--- config.mk ---
export PLATFORM = sky130hd
export DESIGN_NAME = fetch_queue
export DESIGN_NICKNAME = d
export VERILOG_FILES = /design/src/rtl/fetch_queue_pkg.sv /design/src/rtl/fetch_queue_mem.sv /design/src/rtl/fetch_queue.sv
export SDC_FILE = /design/constraint.sdc
export NUM_CORES = 1
export LEC_CHECK = 0
export ABC_AREA = 0
export BUFFER_PORTS_ARGS = -buffer_cell sky130_fd_sc_hd__buf_2
export CAP_MARGIN = 5
export CORE_MARGIN = 1
export CORE_UTILIZATION = 50
export CTS_CLUSTER_DIAMETER = 50
export DETAILED_ROUTE_END_ITERATION = 12
export PLACE_DENSITY = 0.68
export SETUP_SLACK_MARGIN = 0.05
export SLEW_MARGIN = 5
export SYNTH_ARGS = -nofsm -noshare
export SYNTH_HDL_FRONTEND = slang
export SYNTH_SLANG_ARGS = --single-unit
--- constraint.sdc ---
create_clock -name clk -period 7.25 [get_ports clk]
set_input_delay 0.3625 -clock clk [delete_from_list [all_inputs] [get_ports clk]]
set_output_delay 0.3625 -clock clk [all_outputs]
set_load 0.005 [all_outputs]
--- src/rtl/fetch_queue_pkg.sv ---
// Shared constants and helpers for the dual-issue instruction fetch queue.
package fetch_queue_pkg;

    localparam int FQ_INSTR_WIDTH = 32;
    localparam int FQ_ADDR_WIDTH  = 32;
    localparam logic [31:0] FQ_NOP    = 32'h00000013;
    localparam logic [31:0] FQ_PC_INC = 32'd4;

    // Number of entries a packet occupies; encoding 3 is treated as 2.
    function automatic logic [1:0] fq_push_count(input logic [1:0] num);
        logic [1:0] n;
        case (num)
            2'd0:    n = 2'd0;
            2'd1:    n = 2'd1;
            default: n = 2'd2;
        endcase
        return n;
    endfunction

endpackage

--- src/rtl/fetch_queue_mem.sv ---
// Entry storage for the fetch queue: two write ports, two combinational read ports.
module fetch_queue_mem #(
    parameter int DEPTH = 8,
    parameter int WIDTH = 64,
    parameter int PTR_W = $clog2(DEPTH)
) (
    input  logic             clk,
    input  logic             i_we0,
    input  logic [PTR_W-1:0] i_waddr0,
    input  logic [WIDTH-1:0] i_wdata0,
    input  logic             i_we1,
    input  logic [PTR_W-1:0] i_waddr1,
    input  logic [WIDTH-1:0] i_wdata1,
    input  logic [PTR_W-1:0] i_raddr0,
    output logic [WIDTH-1:0] o_rdata0,
    input  logic [PTR_W-1:0] i_raddr1,
    output logic [WIDTH-1:0] o_rdata1
);

    logic [WIDTH-1:0] r_mem [DEPTH];

    // Write ports; the two addresses are always consecutive, so never equal.
    always_ff @(posedge clk) begin
        if (i_we0) begin
            r_mem[i_waddr0] <= i_wdata0;
        end
        if (i_we1) begin
            r_mem[i_waddr1] <= i_wdata1;
        end
    end

    assign o_rdata0 = r_mem[i_raddr0];
    assign o_rdata1 = r_mem[i_raddr1];

endmodule

--- src/rtl/fetch_queue.sv ---
// Dual-issue fetch queue: absorbs 1/2-instruction packets, presents two in-order slots to IF/ID.
module fetch_queue
    import fetch_queue_pkg::*;
#(
    parameter int DEPTH       = 8,
    parameter int INSTR_WIDTH = FQ_INSTR_WIDTH,
    parameter int ADDR_WIDTH  = FQ_ADDR_WIDTH
) (
    input  logic                     clk,
    input  logic                     rst,
    input  logic                     in_valid,
    input  logic [1:0]               in_num,
    input  logic [ADDR_WIDTH-1:0]    in_pc,
    input  logic [2*INSTR_WIDTH-1:0] in_instr,
    output logic                     in_ready,
    input  logic                     Stall,
    input  logic                     Flush,
    output logic                     out_valid0,
    output logic                     out_valid1,
    output logic [INSTR_WIDTH-1:0]   out_instr0,
    output logic [INSTR_WIDTH-1:0]   out_instr1,
    output logic [ADDR_WIDTH-1:0]    out_pc0,
    output logic [ADDR_WIDTH-1:0]    out_pc1,
    output logic                     issue_select,
    output logic [$clog2(DEPTH):0]   count
);

    localparam int PTR_W = $clog2(DEPTH);
    localparam int CNT_W = PTR_W + 1;
    localparam int ENT_W = ADDR_WIDTH + INSTR_WIDTH;

    logic [PTR_W-1:0] r_head;
    logic [PTR_W-1:0] r_tail;
    logic [CNT_W-1:0] r_count;

    logic             w_in_ready;
    logic             w_v0;
    logic             w_v1;
    logic [1:0]       w_push_n;
    logic [1:0]       w_pop_n;
    logic [CNT_W-1:0] w_count_next;
    logic             w_we0;
    logic             w_we1;
    logic [ENT_W-1:0] w_wdata0;
    logic [ENT_W-1:0] w_wdata1;
    logic [ENT_W-1:0] w_rdata0;
    logic [ENT_W-1:0] w_rdata1;

    // Readiness looks only at the registered count; a same-cycle pop never widens it.
    assign w_in_ready = (r_count <= CNT_W'(DEPTH - 2));
    assign w_v0       = (r_count >= CNT_W'(1));
    assign w_v1       = (r_count >= CNT_W'(2));

    // Accepted push size and pop size for this cycle.
    always_comb begin
        w_push_n = 2'd0;
        w_pop_n  = 2'd0;
        if (in_valid && w_in_ready) begin
            w_push_n = fq_push_count(in_num);
        end else begin
            w_push_n = 2'd0;
        end
        if (!Stall) begin
            w_pop_n = 2'({1'b0, w_v0}) + 2'({1'b0, w_v1});
        end else begin
            w_pop_n = 2'd0;
        end
    end

    assign w_count_next = r_count + CNT_W'(w_push_n) - CNT_W'(w_pop_n);

    // Writes are suppressed on flush/reset so a dropped packet leaves no trace.
    assign w_we0    = (w_push_n != 2'd0) && !Flush && !rst;
    assign w_we1    = (w_push_n == 2'd2) && !Flush && !rst;
    assign w_wdata0 = {in_pc, in_instr[INSTR_WIDTH-1:0]};
    assign w_wdata1 = {in_pc + ADDR_WIDTH'(FQ_PC_INC), in_instr[2*INSTR_WIDTH-1:INSTR_WIDTH]};

    // Pointer and occupancy state; reset and flush both empty the queue.
    always_ff @(posedge clk) begin
        if (rst || Flush) begin
            r_head  <= {PTR_W{1'b0}};
            r_tail  <= {PTR_W{1'b0}};
            r_count <= {CNT_W{1'b0}};
        end else begin
            r_head  <= r_head + PTR_W'(w_pop_n);
            r_tail  <= r_tail + PTR_W'(w_push_n);
            r_count <= w_count_next;
        end
    end

    fetch_queue_mem #(
        .DEPTH (DEPTH),
        .WIDTH (ENT_W),
        .PTR_W (PTR_W)
    ) u_mem (
        .clk      (clk),
        .i_we0    (w_we0),
        .i_waddr0 (r_tail),
        .i_wdata0 (w_wdata0),
        .i_we1    (w_we1),
        .i_waddr1 (r_tail + PTR_W'(1)),
        .i_wdata1 (w_wdata1),
        .i_raddr0 (r_head),
        .o_rdata0 (w_rdata0),
        .i_raddr1 (r_head + PTR_W'(1)),
        .o_rdata1 (w_rdata1)
    );

    // Slot presentation; empty slots show a NOP at PC 0.
    always_comb begin
        out_instr0 = INSTR_WIDTH'(FQ_NOP);
        out_pc0    = {ADDR_WIDTH{1'b0}};
        out_instr1 = INSTR_WIDTH'(FQ_NOP);
        out_pc1    = {ADDR_WIDTH{1'b0}};
        if (w_v0) begin
            out_instr0 = w_rdata0[INSTR_WIDTH-1:0];
            out_pc0    = w_rdata0[ENT_W-1:INSTR_WIDTH];
        end else begin
            out_instr0 = INSTR_WIDTH'(FQ_NOP);
            out_pc0    = {ADDR_WIDTH{1'b0}};
        end
        if (w_v1) begin
            out_instr1 = w_rdata1[INSTR_WIDTH-1:0];
            out_pc1    = w_rdata1[ENT_W-1:INSTR_WIDTH];
        end else begin
            out_instr1 = INSTR_WIDTH'(FQ_NOP);
            out_pc1    = {ADDR_WIDTH{1'b0}};
        end
    end

    assign in_ready     = w_in_ready;
    assign out_valid0   = w_v0;
    assign out_valid1   = w_v1;
    assign issue_select = w_v0 & ~w_v1;
    assign count        = r_count;

endmodule

Word-level counts from Yosys, hierarchy flattened. Memory sizes are Yosys's and may differ from the RTL's. A register that Yosys moved wholly into a read port is not among the register bits. Index checks and enable logic that the tools add are counted.

Add/sub/neg operators: 8. Order comparisons: 3. Equality and inequality tests: 2. Mux-type cells: 12. Bitwise operators: 2. Reduce and logical (&&, ||, !) cells: 10.

Operators by type and width (count): 2-to-1 mux 32 bit (4); adder 32 x 3 -> 32 bit, second input constant (1); adder 3 x 1 -> 3 bit, second input constant (2); adder 3 x 2 -> 3 bit (2); logical AND 1 bit (5); adder 4 x 2 -> 4 bit (1); >= comparator 4 x 1 -> 1 bit, second input constant (1); >= comparator 4 x 2 -> 1 bit, second input constant (1); less-or-equal comparator 4 x 3 -> 1 bit, second input constant (1); 2-to-1 mux 1 bit (4); 2-to-1 mux 2 bit (2); case mux 2 bit (2 select lines) (1); subtractor 4 x 2 -> 4 bit (1); 2-to-1 mux 3 bit (1); adder 1 x 1 -> 2 bit (1); equality test 2 x 1 -> 1 bit, second input constant (1); equality test 2 bit, second input constant (1); logical NOT 1 bit (2); logical NOT 2 bit (1); nonzero test 2 bit (1); bitwise AND 1 bit (1); logical OR 1 bit (1); inverter 1 bit (1).

Bits in registers: 10. RAM bits: 512. Bits of input ports: 103. Output and inout bits: 136. Logic and storage cells: 41. Memories: 1.

Memory list: u_mem.r_mem (depth 8, bits a word 64, rd ports 2, clocked after Yosys merged registers in 1, write ports 2, line fetch_queue_mem.sv:20) `logic [WIDTH-1:0] r_mem [DEPTH];`.

Longest topological paths before layout.
Word-level depth: 8. Depth in mapped cells: 15. Depth with buffers taken out: 14.

By module. From an unflattened synthesis, not the netlist that was laid out.

Cells, all modules: 1860. Area, all modules: 31478.9 um^2.

By module, submodules not included: fetch_queue_mem (times used 1, cells each 1557, area an instance 29309.4 um^2, sequential area each 15374.7 um^2); fetch_queue (times used 1, cells each 303, area an instance 2169.6 um^2, sequential area each 200.2 um^2).

Least setup slack after synthesis. OpenSTA, ideal clock, no wires.

Path type: register to register. Start: register r_count[3] (netlist: count[3]). End: memory u_mem.r_mem[5][0] (enable). Library setup time: 0.574 ns. Arrival: 6.024 ns. Data required time: 6.676 ns. Path slack: 0.652 ns. Stages on the path, launching flop included: 8. Buffers on the path: 0. Period minus slack after synthesis: 6.598 ns. Path through: dfxtp_1 > inv_1 > ha_1 > and3_1 > nor2_1 > nand2_1 > or3_1 > o21ai_0.

RTL lines: from (decl) (line fetch_queue.sv:34) `logic [CNT_W-1:0] r_count;`; from (signal assigned) (line fetch_queue.sv:83) `r_count <= {CNT_W{1'b0}};`; from (signal assigned) (line fetch_queue.sv:87) `r_count <= w_count_next;`; to (decl) (line fetch_queue_mem.sv:20).

==> results.ini <==
[clock_tree]
htree_levels = 2
cts_num_sinks = 522
clk_pin_slew_worst_paths_ps = 60
postCtsSetupBuffers = 0
worstSkewPairLatency_ps = 650
root_buffer = clkbuf_16
cts_buffer_depth = 3
cts_tree = built
cts_made_buffers = 61

[sta]
finalCritPeriodShare_pct = 63.9
fmax_mhz = 216
tns_ps = 0
skew_ps = 28.2
rsz0062_at_grt = no
period_minus_slack_ps = 4630
slew_viol_final = 0
setup_violations = 0
relSlewSlack_pct = 13.1
worstMarginPinSlew_ps = 1290
finalHoldViolations = 0

[die]
num_rows = 91
die_area_um2 = 63600
die_h_um = 252
start_util_pct = 50.6
core_um2 = 61800
die_w_um = 252
pin_count = 239

[grt]
grt_usage_pct = 29.9
grt_pass1_vias = 23191
grt_max_degree = 97
grt_antenna_before_repair = 10
grt_pass1_wl_mm = 142
grt-ovfl-total = 0

[detailed_routing]
dr.pass1.iters = 6
drt-total-wl_mm = 95.2
drc = 0
drt_iter0_markers = 2650
route.vias.total = 23065
final_antenna_net_count = 0
via_per_inst = 6.15
wire_per_inst_um = 25.4

[final_layout]
final_nets = 2983
post-route-util_pct = 56.2
nFillCells = 5047
drive_gt1_share_pct = 22.6
areaGrowthSynthToFinish_pct = 11.1
fin_area_um2 = 34800

[status]
status = complete, no violations

[critical_path]
worstSetupPathType = reg -> out
timing.critical_path.from_type = flop
cp.arrival_ps = 4270
crit_top_cell = buf_4
cp_slowest_cell = buf_4
crit_chain = buf_4, buf_4, mux4_2, mux2i_1, nor2_1, buf_2
crit_fanout = 58
slowest_delay_ps = 860
rrSetupSlack_ps = 2860
endpoint_kind = output pin
cp.required_ps = 6890

[synthesis]
syn_inst = 2803
syn_nets = 2924
ys_warn_count = 0
ys_ff_latch = 522
synth.distinct_cells = 37
syn_area_um2 = 31300
synthFlopType = edfxtp_1
synth_top_area_cell = edfxtp_1
synth_top_area_share_pct = 49.1
ys_seq_area_share_pct = 49.8
synthArstFlopShare_pct = 0
synth.area.top_cells = edfxtp_1 49%, mux4_2 18%, nand2_1 13%
yosysMostFrequentCell = nand2_1
synth-edff-count = 512
syn_avg_cell_area_um2 = 11.2
synth_commonest_cells = 1115 x nand2_1, 512 x edfxtp_1, 256 x mux4_2, 188 x xnor2_1, 121 x clkbuf_1

[power_and_ir_drop]
p_leak_uw = 0.0123
peakVddDrop_uv = 240
power.density_nw_per_um2 = 268

[hold_path]
hp-class = in -> reg

[job]
max-cap-violations = 0

[place]
dpl.hpwl_mm = 55.7
portBuffers = 238
placed_area_um2 = 32800
gp_congestion = 0.854

==> routing by layer <==
| layer | GRT usage, % | part of all wire, % | vias up |
|---|---|---|---|
| li1 | - | - | 9870 |
| met4 | 13.1 | 3.9 | 8 |
| met2 | 48.4 | 48 | 1550 |
| met5 | 0 | 0.056 | - |
| met3 | 6.21 | 11 | 256 |
| met1 | 39.1 | 37 | 11381 |
==> critical path, delay by kind of cell (launching register included) <==
family | cells | cell delay (ps)
buffers and inverters | 3 | 1800
DFF | 1 | 830
muxes | 2 | 880
and+or+nand+nor | 1 | 80
==> where the power goes <==
group	internal, uW	switching [uW]	total, uW
Clock	1710	1300	3010
Combinational	1340	1510	2850
Sequential	3370	87.7	3460
==> through the flow <==
step	std cells	setup WS (ps)	power (uW)	hold slack, ps
6_report	3753	2620	9320	106
5_1_grt	3752	2260	9670	103
4_1_cts	3748	2510	9350	80.9
3_5_place_dp	3634	2890	6360	648
3_3_place_gp	3634	2990	6320	627
2_1_floorplan	2803	652	5470	461
==> state kept, by name (all words and copies together) (netlist names) <==
register	flops
r_tail	3
r_head	3
count	4
u_mem.r_mem	512
==> cells by family (layout without fill, tap and decap cells) <==
logic type	Yosys count	in the layout	share of synthesized area [%]
AND/OR/NAND/NOR	1334	1334	17.0
flip-flops	522	522	49.8
multiplexers	320	320	20.5
buffers and inverters	295	403	4.02
XOR/XNOR	240	240	6.72
AO/OA/AOI/OAI	74	74	1.20
adder cells (fa/ha/maj)	18	18	0.816
other	0	5	0
==> worst paths after layout <==
check,start,end,cells past startpoint
max,r_head[0],out_pc0[28],6
min,in_instr[54],u_mem.r_mem[0][22],3
max reg2reg,count[3],u_mem.r_mem[4][41],7
min reg2reg,r_tail[1],r_tail[1],3
==> final cells by class <==
cell class | count | area, um^2 | area share [%]
sequential | 522 | 15600 | 44.8
multi-input combinational | 1986 | 14600 | 42.0
clock buffer | 71 | 1590 | 4.56
timing repair buffer | 276 | 1510 | 4.33
tap | 837 | 1050 | 3.01
clock inverter | 41 | 360 | 1.04
inverter | 15 | 56.3 | 0.162
antenna | 5 | 12.5 | 0.0360
==> placed cells by master, fill, tap and decap left out, types with 8 or more instances in the layout <==
cell type  count
nor2_4        13
buf_2        238
nor2_1       118
mux2i_1       64
nand3_1       13
nor3_1        11
ha_1          13
xor2_1        51
mux4_2       256
clkbuf_1       9
o21ai_4        8
clkinv_1      17
nand4_1       11
xnor2_1      187
and3_1        13
buf_4         34
a21oi_1       62
nand2_1     1109
inv_1         15
edfxtp_1     512
clkbuf_16     62
==> what timing repair did <==
action,4_1_cts,5_1_grt
hold buffers,2,0
gates resized for setup,0,0
endpoints found under the hold margin,13,0
Power figures use the tool's default switching activity.
